**src/rtl/inverse_fib_if.sv**
```systemverilog
// Start/ready request bus of the inverse-Fibonacci search unit.
// The requester uses the master view, the search engine the slave view.
interface inverse_fib_if;
    logic        start;
    logic [10:0] value;
    logic        ready;
    logic [3:0]  index;
    logic        is_fib;
    logic        range_err;

    modport master (
        output start,
        output value,
        input  ready,
        input  index,
        input  is_fib,
        input  range_err
    );

    modport slave (
        input  start,
        input  value,
        output ready,
        output index,
        output is_fib,
        output range_err
    );
endinterface

```
**src/rtl/inverse_fib.sv**
```systemverilog
// Iterative inverse-Fibonacci search: walks F(k), F(k+1) upward until it
// hits or passes the captured value, then reports k with hit/overflow flags.
module inverse_fib (
    input  logic          clk,
    input  logic          rst_n,
    inverse_fib_if.slave  bus
);
    typedef enum logic {
        IDLE   = 1'b0,
        SEARCH = 1'b1
    } state_t;

    state_t      state_q, state_d;
    logic [10:0] v_q, v_d;
    logic [10:0] a_q, a_d;
    logic [10:0] b_q, b_d;
    logic [3:0]  k_q, k_d;
    logic [3:0]  index_q, index_d;
    logic        is_fib_q, is_fib_d;
    logic        range_err_q, range_err_d;

    always_ff @(posedge clk or negedge rst_n) begin
        if (!rst_n) begin
            state_q     <= IDLE;
            v_q         <= '0;
            a_q         <= '0;
            b_q         <= '0;
            k_q         <= '0;
            index_q     <= '0;
            is_fib_q    <= 1'b0;
            range_err_q <= 1'b0;
        end else begin
            state_q     <= state_d;
            v_q         <= v_d;
            a_q         <= a_d;
            b_q         <= b_d;
            k_q         <= k_d;
            index_q     <= index_d;
            is_fib_q    <= is_fib_d;
            range_err_q <= range_err_d;
        end
    end

    always_comb begin
        state_d     = state_q;
        v_d         = v_q;
        a_d         = a_q;
        b_d         = b_q;
        k_d         = k_q;
        index_d     = index_q;
        is_fib_d    = is_fib_q;
        range_err_d = range_err_q;

        case (state_q)
            IDLE: begin
                if (bus.start) begin
                    v_d     = bus.value;
                    a_d     = 11'd0;
                    b_d     = 11'd1;
                    k_d     = 4'd0;
                    state_d = SEARCH;
                end
            end
            SEARCH: begin
                // Exact hit is tested first so value 1 resolves to F(1), not F(2).
                if (a_q == v_q) begin
                    index_d     = k_q;
                    is_fib_d    = 1'b1;
                    range_err_d = 1'b0;
                    state_d     = IDLE;
                end else if (b_q > v_q) begin
                    index_d     = k_q;
                    is_fib_d    = 1'b0;
                    range_err_d = 1'b0;
                    state_d     = IDLE;
                end else if (k_q == 4'd15) begin
                    index_d     = 4'd15;
                    is_fib_d    = 1'b0;
                    range_err_d = 1'b1;
                    state_d     = IDLE;
                end else begin
                    // Largest sum reached is 377 + 610 = 987, so 11 bits never wrap.
                    a_d = b_q;
                    b_d = a_q + b_q;
                    k_d = k_q + 4'd1;
                end
            end
            default: state_d = IDLE;
        endcase
    end

    assign bus.ready     = (state_q == IDLE);
    assign bus.index     = index_q;
    assign bus.is_fib    = is_fib_q;
    assign bus.range_err = range_err_q;
endmodule

```
**src/flat_wrapper.sv**
```systemverilog
// flat-port wrapper written by rule: the top's interface ports become plain ports
module inverse_fib_flat 
  (clk, rst_n, bus_start, bus_value, bus_ready, bus_index, bus_is_fib, bus_range_err);
  inverse_fib_if bus_i ();
  input  logic clk;
  input  logic rst_n;
  input wire logic [$bits(bus_i.start)-1:0] bus_start;
  input wire logic [$bits(bus_i.value)-1:0] bus_value;
  output wire logic [$bits(bus_i.ready)-1:0] bus_ready;
  output wire logic [$bits(bus_i.index)-1:0] bus_index;
  output wire logic [$bits(bus_i.is_fib)-1:0] bus_is_fib;
  output wire logic [$bits(bus_i.range_err)-1:0] bus_range_err;
  assign bus_i.start = bus_start;
  assign bus_i.value = bus_value;
  assign bus_ready = bus_i.ready;
  assign bus_index = bus_i.index;
  assign bus_is_fib = bus_i.is_fib;
  assign bus_range_err = bus_i.range_err;
  inverse_fib u_core (.clk(clk), .rst_n(rst_n), .bus(bus_i));
endmodule
```
**config.mk**
```make
export PLATFORM = sky130hd
export DESIGN_NAME = inverse_fib_flat
export DESIGN_NICKNAME = d
export VERILOG_FILES = /design/src/rtl/inverse_fib_if.sv /design/src/rtl/inverse_fib.sv /design/src/flat_wrapper.sv
export SDC_FILE = /design/constraint.sdc
export NUM_CORES = 1
export LEC_CHECK = 0
export ABC_AREA = 1
export CAP_MARGIN = 30
export CORE_UTILIZATION = 34
export CTS_CLUSTER_DIAMETER = 50
export DETAILED_ROUTE_END_ITERATION = 6
export GPL_TIMING_DRIVEN = 0
export PLACE_DENSITY = 0.62
export SLEW_MARGIN = 10
export SYNTH_ARGS = -nofsm -noshare
export SYNTH_HDL_FRONTEND = slang
export SYNTH_SLANG_ARGS = --single-unit
```
**constraint.sdc**
```tcl
create_clock -name clk -period 2.2 [get_ports clk]
set_clock_uncertainty 0.05 [all_clocks]
set_input_delay 0.44 -clock clk [delete_from_list [all_inputs] [get_ports clk]]
set_output_delay 0.44 -clock clk [all_outputs]
set_load 0.01 [all_outputs]
```
Word-level counts from Yosys, hierarchy flattened:

Cells that the tools add are included.
W data, S select, Z words.

* add/sub/neg operators: 2
* shifts and indexed selects: 0
* multipliers: 0
* reductions and logical operators: 4
* eq/ne operators: 6
* order comparisons: 1
* muxes and demuxes: 29
* bitwise operators: 1
* div/mod/pow operators: 0

Operators with widths (count)
* $mux W11: 8
* $pmux W11 S2: 2
* $mux W4: 7
* $add A11 B11 Y11: 1
* $eq A11 B11 Y1: 1
* $gt A11 B11 Y1: 1
* $mux W1: 10
* $ne A2 B2 Y1 const B: 4
* $pmux W4 S2: 1
* $add A4 B1 Y4 const B: 1
* $eq A4 B4 Y1 const B: 1
* $reduce_and A2 Y1: 2
* $reduce_and A4 Y1: 1
* $reduce_bool A3 Y1: 1
* $pmux W1 S2: 1
* $not A1 Y1: 1

* bits in read-only memories: 0
* output and inout bits: 7
* memories kept: 0
* bits in registers: 44
* memory bits (writable): 0
* latch bits: 0

Longest topological paths before layout:

Gate-level depths: netlist (run 1).

* depth in word-level cells: 5
* mapped depth: 14

Least setup slack after synthesis (run 1):

Ideal clock, no wire load.

* path type: register to register
* from: register u_core.v_q[8]
* to: register u_core.a_q[1]
* buffers on the path: 1
* period minus slack after synthesis: 1730 ps
* arrival time: 1563 ps
* cell stages (with the launch flop): 15
* slack: 470 ps
* cell sequence: dfrtp_1 -> inv_1 -> ha_1 -> nand2_1 -> inv_1 -> nand2_1 -> nor2_2 -> nand2_1 -> nand3_1 -> nand2_1 -> nand3_1 -> inv_2 -> buf_6 -> nand2_1 -> nand2_1

* cells in the longest elaborated chain, start to end: 3

Ends and longest elaborated chain
* from (decl): RTL line inverse_fib.sv:14 `logic [10:0] v_q, v_d;`
* from (signal assigned): RTL line inverse_fib.sv:34 `v_q <= v_d;`
* $gt A11 B11 Y1 / $eq A11 B11 Y1 (equally long branches): RTL line inverse_fib.sv:71, inverse_fib.sv:66
* $ne A2 B2 Y1 (no source line)
* $reduce_and A4 Y1 (no source line) (*)
* to (signal assigned): RTL line inverse_fib.sv:26 `a_q <= '0;`
* to (signal assigned): RTL line inverse_fib.sv:35 `a_q <= a_d;`
* to (decl): RTL line inverse_fib.sv:15 `logic [10:0] a_q, a_d;`

Mark *: on every way between the ends. The rest lies on a longest branch, timed or not.
A chain may end at the register's enable or synchronous reset.

Worst setup path in the final report (run 1):

* from: register u_core.state_q
* to: output bus_ready

* cells in the longest elaborated chain, start to end: 1

Ends and longest elaborated chain
* from (decl): RTL line inverse_fib.sv:13 `state_t state_q, state_d;`
* from (signal assigned): RTL line inverse_fib.sv:33 `state_q <= state_d;`
* $not A1 Y1: RTL line inverse_fib.sv:92 `assign bus.ready = (state_q == IDLE);`
* to (decl): RTL line flat_wrapper.sv:9 `output wire logic [$bits(bus_i.ready)-1:0] bus_ready;`

Every way passes these cells.

==> out/metrics.yaml, run 1 <==
period_needed_ns: 2.08
yosysMostFrequentCell: "nand2_1"
syn_area_um2: 2870
cts_buffer_depth: 2
antenna_found_initial: 0
synthArstFlopShare: 1.00
hold_viol: 0
use_met3: 0.0356
detail_route.wl_per_cell_um: 11.8
worst_slew_pin_slew_ns: 0.490
drc: 0
drtPass1Iterations: 4
yosysTopAreaCellShare: 0.384
overflow: 0
rows: 33
yosys.area.top_type: "dfrtp_1"
yosysSeqAreaShare: 0.384
power.density_nw_per_um2: 1380
rr_worst_depth: 10
post-dp-hpwl_mm: 4.82
synth_area_per_cell_um2: 7.28
grt_first_pass_wirelength_mm: 10.8
drive_gt1_frac: 0.0776
slew_violations: 0
routed_via_density: 4.58
core_um2: 8180
path_max_fanout: 7
antenna_left: 0
syn_nets: 431
clk_pin_slew_ns: 0.09
finalCritPeriodShare: 0.945
gp_congestion: 0.831
rsz0062_at_grt: "no"
wl_mm: 6.26
maxSlewHeadroom: 0.674
clk-insertion-delay-late_ns: 0.30
yosysWarnings: 0
die-area_um2: 8800
cts.sinks: 44
grtUsageMet1: 0.221
antennaDiodeCount: 0
pin_count: 21
synthTopCellsByCount: "nand2_1 (162), dfrtp_1 (44), inv_1 (42), nor2_1 (40), ha_1 (22)"
holdWs_ns: 0.439
first_global_vias: 2281
synth_edf_count: 0
timing.rr.end: "u_core.b_q[2]$_DFFE_PN0P_"
maxCapViolations: 0
die_w_um: 93.8
timing.rr.start: "u_core.b_q[10]$_DFFE_PN0P_"
setup_violations: 0
num-nets-final: 461
startpoint_type: "flop"
register_area_um2: 1100
vdd_drop_max_mv: 0.867
r2r_setup_slack_ns: 0.18
dr.first_iter.drc_count: 81
status: "completed"
grt_usage: 0.158
dp_cells: 520
required_ns: 1.71
grt_max_degree: 36
cts_tree: "done"
leakage_uw: 0.00182
ys_top_cells_by_area: "dfrtp_1 (38%), nand2_1 (21%), ha_1 (9.6%), inv_1 (5.5%), nor2_1 (5.2%)"
die_y_um: 93.8
gr-usage-met2: 0.253
arrival_ns: 1.59
worst_setup_path_end_kind: "output pin"
whs_path_depth: 2
ys_ff_latch: 44
cts_buffers: 5
max_freq_mhz: 481
multiInputGateArea_um2: 1540
ys.flop_type: "dfrtp_1"
detailroute.via_count: 2426
stdcell_count: 530
yosysUniqueCellTypes: 28
grt_busiest_layer: "met2"
hold_class: "flop to flop"
crit_type: "flop to output pin"
cts.root.buffer_cell: "clkbuf_8"
start_util: 0.351
synth_cells: 394
area_delta_synth_final_pct: 15.8
fillers: 861
endpoint: "bus_ready"
numPortBuffers: 20
htreeDepth: 2
critPathLaunch: "u_core.state_q$_DFF_PN0_"
cell usage in the layout (no fill, tap or decap), types with 3 or more instances in the layout:
cell	n
buf_2	5
inv_2	4
dfrtp_1	44
nor2_1	40
ha_1	22
clkdlybuf4s50_1	19
nand4_1	10
a21oi_1	20
buf_6	3
nor2_2	3
inv_1	42
xor2_1	3
clkbuf_8	5
nand2_1	161
xnor2_1	10
nand3_1	10
what timing repair did:
item	CTS	global route
hold buffers	1	0
gates resized for setup	0	1
setup endpoints to repair	0	9
setup buffers	0	1
hold endpoints to repair	9	0
layout make-up:
type	instances	share of cell area
Tap cell	105	0.0396
Clock inverter	3	0.00565
Multi-Input combinational cell	296	0.463
Inverter	46	0.0520
Sequential cell	44	0.332
Buffer	8	0.0173
Timing Repair Buffer	23	0.0701
Clock buffer	5	0.0207
how the worst min path moves through the flow:
stage	startpoint	end
final	u_core.k_q[3]$_DFFE_PN0P_	u_core.k_q[3]$_DFFE_PN0P_
after global routing	u_core.k_q[3]$_DFFE_PN0P_	u_core.k_q[3]$_DFFE_PN0P_
after CTS	u_core.k_q[3]$_DFFE_PN0P_	u_core.k_q[3]$_DFFE_PN0P_
after detailed placement	rst_n	u_core.b_q[8]$_DFFE_PN0P_
after global placement	u_core.k_q[3]$_DFFE_PN0P_	u_core.k_q[3]$_DFFE_PN0P_
after floorplan	rst_n	u_core.a_q[0]$_DFFE_PN0P_
critical path, stage by stage (launching register included):
cell and delay [ns]:
dfrtp_1 0.45, inv_1 0.24, clkdlybuf4s50_1 0.60
state kept, by name, indices dropped and copies added, names as in the netlist:
name	flops
u_core.bus.index	4
u_core.bus.range_err	1
u_core.v_q	11
u_core.a_q	11
u_core.b_q	11
u_core.state_q	1
u_core.k_q	4
u_core.bus.is_fib	1
kinds of logic (layout without fill, tap and decap cells):
group | count (synthesis) | after routing | synth area share
adders and majority gates | 23 | 23 | 0.103
AOI/OAI and AO/OA | 27 | 27 | 0.0524
xor gates and xnor gates | 13 | 13 | 0.0397
muxes | 1 | 1 | 0.00393
DFF | 44 | 44 | 0.384
buffers and inverters | 54 | 85 | 0.0803
and+or+nand+nor | 232 | 232 | 0.337
power by group:
| part | total [uW] | switching [uW] | internal, uW |
|---|---|---|---|
| Sequential | 1510 | 344 | 1170 |
| Clock | 523 | 301 | 222 |
| Combinational | 2540 | 1460 | 1070 |
metal layers:
| layer | vias up | share of wire |
|---|---|---|
| met3 | 4 | 0.031 |
| li1 | 1287 | - |
| met2 | 31 | 0.44 |
| met4 | 0 | 0.0057 |
| met1 | 1104 | 0.52 |
| met5 | - | 0 |
through the flow:
step           setup TNS, ns  utilization  area [um2]  worst slack [ns]  total power (uW)
6_report                   0        0.406        3320             0.122              4570
5_1_grt                    0        0.406        3320            0.0262              5080
4_1_cts                    0        0.405        3310             0.105              4600
3_5_place_dp               0        0.393        3210             0.144              4040
3_3_place_gp          -30.61        0.391        3200            -0.699              4000
2_1_floorplan              0            -        2870             0.470              3370
No activity file was read; power rests on OpenSTA's default activity.
==> run 2: changes to the inputs <==
SKIP_LAST_GASP = 1   (was unset)
==> results of run 2 <==
Final layout, timing and power as in run 1 (identical DEF).
==> run 3: changes to the inputs <==
CAP_MARGIN = unset   (was 30)
==> out/metrics.yaml, run 3 (synthesis results as in run 1) <==
status: "completed"
area_delta_synth_final_pct: 15.8
dr.first_iter.drc_count: 81
clk_pin_slew_ns: 0.09
cts.sinks: 44
power_frac_seq: 0.331
hold_path_startpoint: "u_core.k_q[3]$_DFFE_PN0P_"
timing.rr.start: "u_core.b_q[10]$_DFFE_PN0P_"
layout_commonest_cell: "nand2_1"
setup_tns_ns: 0
maxCapViolations: 0
routed_via_density: 4.58
die-area_um2: 8800
cts.root.buffer_cell: "clkbuf_8"
slowest_stage: "clkdlybuf4s50_1"
slowest_delay_ns: 0.60
rsz0062_at_grt: "no"
p_sw_uw: 2110
arrival_ns: 1.59
setup_violations: 0
core_um2: 8180
leakage_uw: 0.00182
grt_first_pass_wirelength_mm: 10.8
cts_buffers: 5
slew_violations: 0
start_util: 0.351
vdd_drop_max_mv: 0.867
hold_class: "flop to flop"
final_cell_mix: "nand2_1 (161), dfrtp_1 (44), inv_1 (42)"
detail_route.wl_per_cell_um: 11.8
cts_buffer_depth: 2
antennaDiodeCount: 0
clkPwrFrac: 0.114
reg.largest.list: "u_core.a_q: 11 flops, u_core.b_q: 11 flops, u_core.v_q: 11 flops"
top_layer_used: "met4"
maxSlewHeadroom: 0.674
hold_viol: 0
pin_count: 21
worst_setup_path_end_kind: "output pin"
swShare: 0.461
critPathTopFamily: "buffers and inverters"
gp_congestion: 0.831
holdWs_ns: 0.439
rows: 33
placed_area_um2: 3210
crit_buf_inv: 2
path_cells: "inv_1, clkdlybuf4s50_1"
final_area_um2: 3320
power_frac_comb: 0.555
startpoint_type: "flop"
grt_usage: 0.158
max_freq_mhz: 481
antenna_found_initial: 0
htreeDepth: 2
grt_max_degree: 36
wl_met3_um: 192
first_global_vias: 2281
num-nets-final: 461
drt-met1-wl_mm: 3.28
numPortBuffers: 20
detailroute.via_count: 2426
drtPass1Iterations: 4
drc: 0
drive_gt1_frac: 0.0776
required_ns: 1.71
path_max_fanout: 7
clk-insertion-delay-late_ns: 0.30
crit_type: "flop to output pin"
cts_tree: "done"
antenna_left: 0
overflow: 0
die_w_um: 93.8
power.density_nw_per_um2: 1380
period_needed_ns: 2.08
wl_mm: 6.26
critPathLaunch: "u_core.state_q$_DFF_PN0_"
route.met2.wl_mm: 2.75
finalCritPeriodShare: 0.945
post-dp-hpwl_mm: 4.82
worst_slew_pin_slew_ns: 0.490
die_y_um: 93.8
p_int_uw: 2460
==> run 3: cell counts in the layout (fill, tap and decap cells not counted) <==
No cell type changed its count.
==> run 3: path summary, 6_finish.rpt <==
check                                            end  depth (start not counted)  slack, ns
max in group asynchronous  u_core.a_q[7]$_DFFE_PN0P_                          3       1.14
min in group asynchronous  u_core.k_q[3]$_DFFE_PN0P_                          2       0.49
max                                        bus_ready                          2       0.12
max reg2reg                u_core.b_q[2]$_DFFE_PN0P_                         10       0.18
min                        u_core.k_q[3]$_DFFE_PN0P_                          2       0.44
min reg2reg                u_core.k_q[3]$_DFFE_PN0P_                          2       0.44
==> run 3: tightest hold or removal path: stages, from the launching register on <==
cell and delay [ns]:
dfrtp_1 0.36, nand2_1 0.05, nand2_1 0.05
==> run 3: per-stage QoR <==
step,utilization,std cells,worst slack (ns),power (uW)
4_1_cts,0.405,529,0.105,4600
3_5_place_dp,0.393,520,0.144,4040
5_1_grt,0.406,530,0.0262,5080
6_report,0.406,530,0.122,4570
3_3_place_gp,0.391,519,-0.699,4000
2_1_floorplan,-,394,0.470,3370
==> run 3: timing repair <==
item                       4_1_cts  5_1_grt
setup buffers                    0        1
setup endpoints to repair        0        9
hold endpoints to repair         9        0
gates resized for setup          0        1
hold buffers                     1        0
==> run 3: final cells by class <==
type                    instances  area (um2)
clock buffers                   5        68.8
fillers                       861        4850
repair buffers                 23         233
flip-flops and latches         44        1100
well taps                     105         131
inverters                      46         173
multi-input cells             296        1540
plain buffers                   8        57.6
clock inverters                 3        18.8
==> run 3: metal layers <==
metal / up-vias / global-route usage
li1: 1287 / -
met4: 0 / 0.0231
met1: 1104 / 0.221
met5: - / 0
met2: 31 / 0.253
met3: 4 / 0.0356
==> run 3: power by group through the flow <==
stage / clock network, uW / registers, uW / logic [uW]
floorplan: 0 / 1450 / 1920
global placement: 0 / 1530 / 2470
detailed placement: 0 / 1530 / 2510
CTS: 537 / 1520 / 2540
global route: 570 / 1560 / 2950
finish: 523 / 1510 / 2540
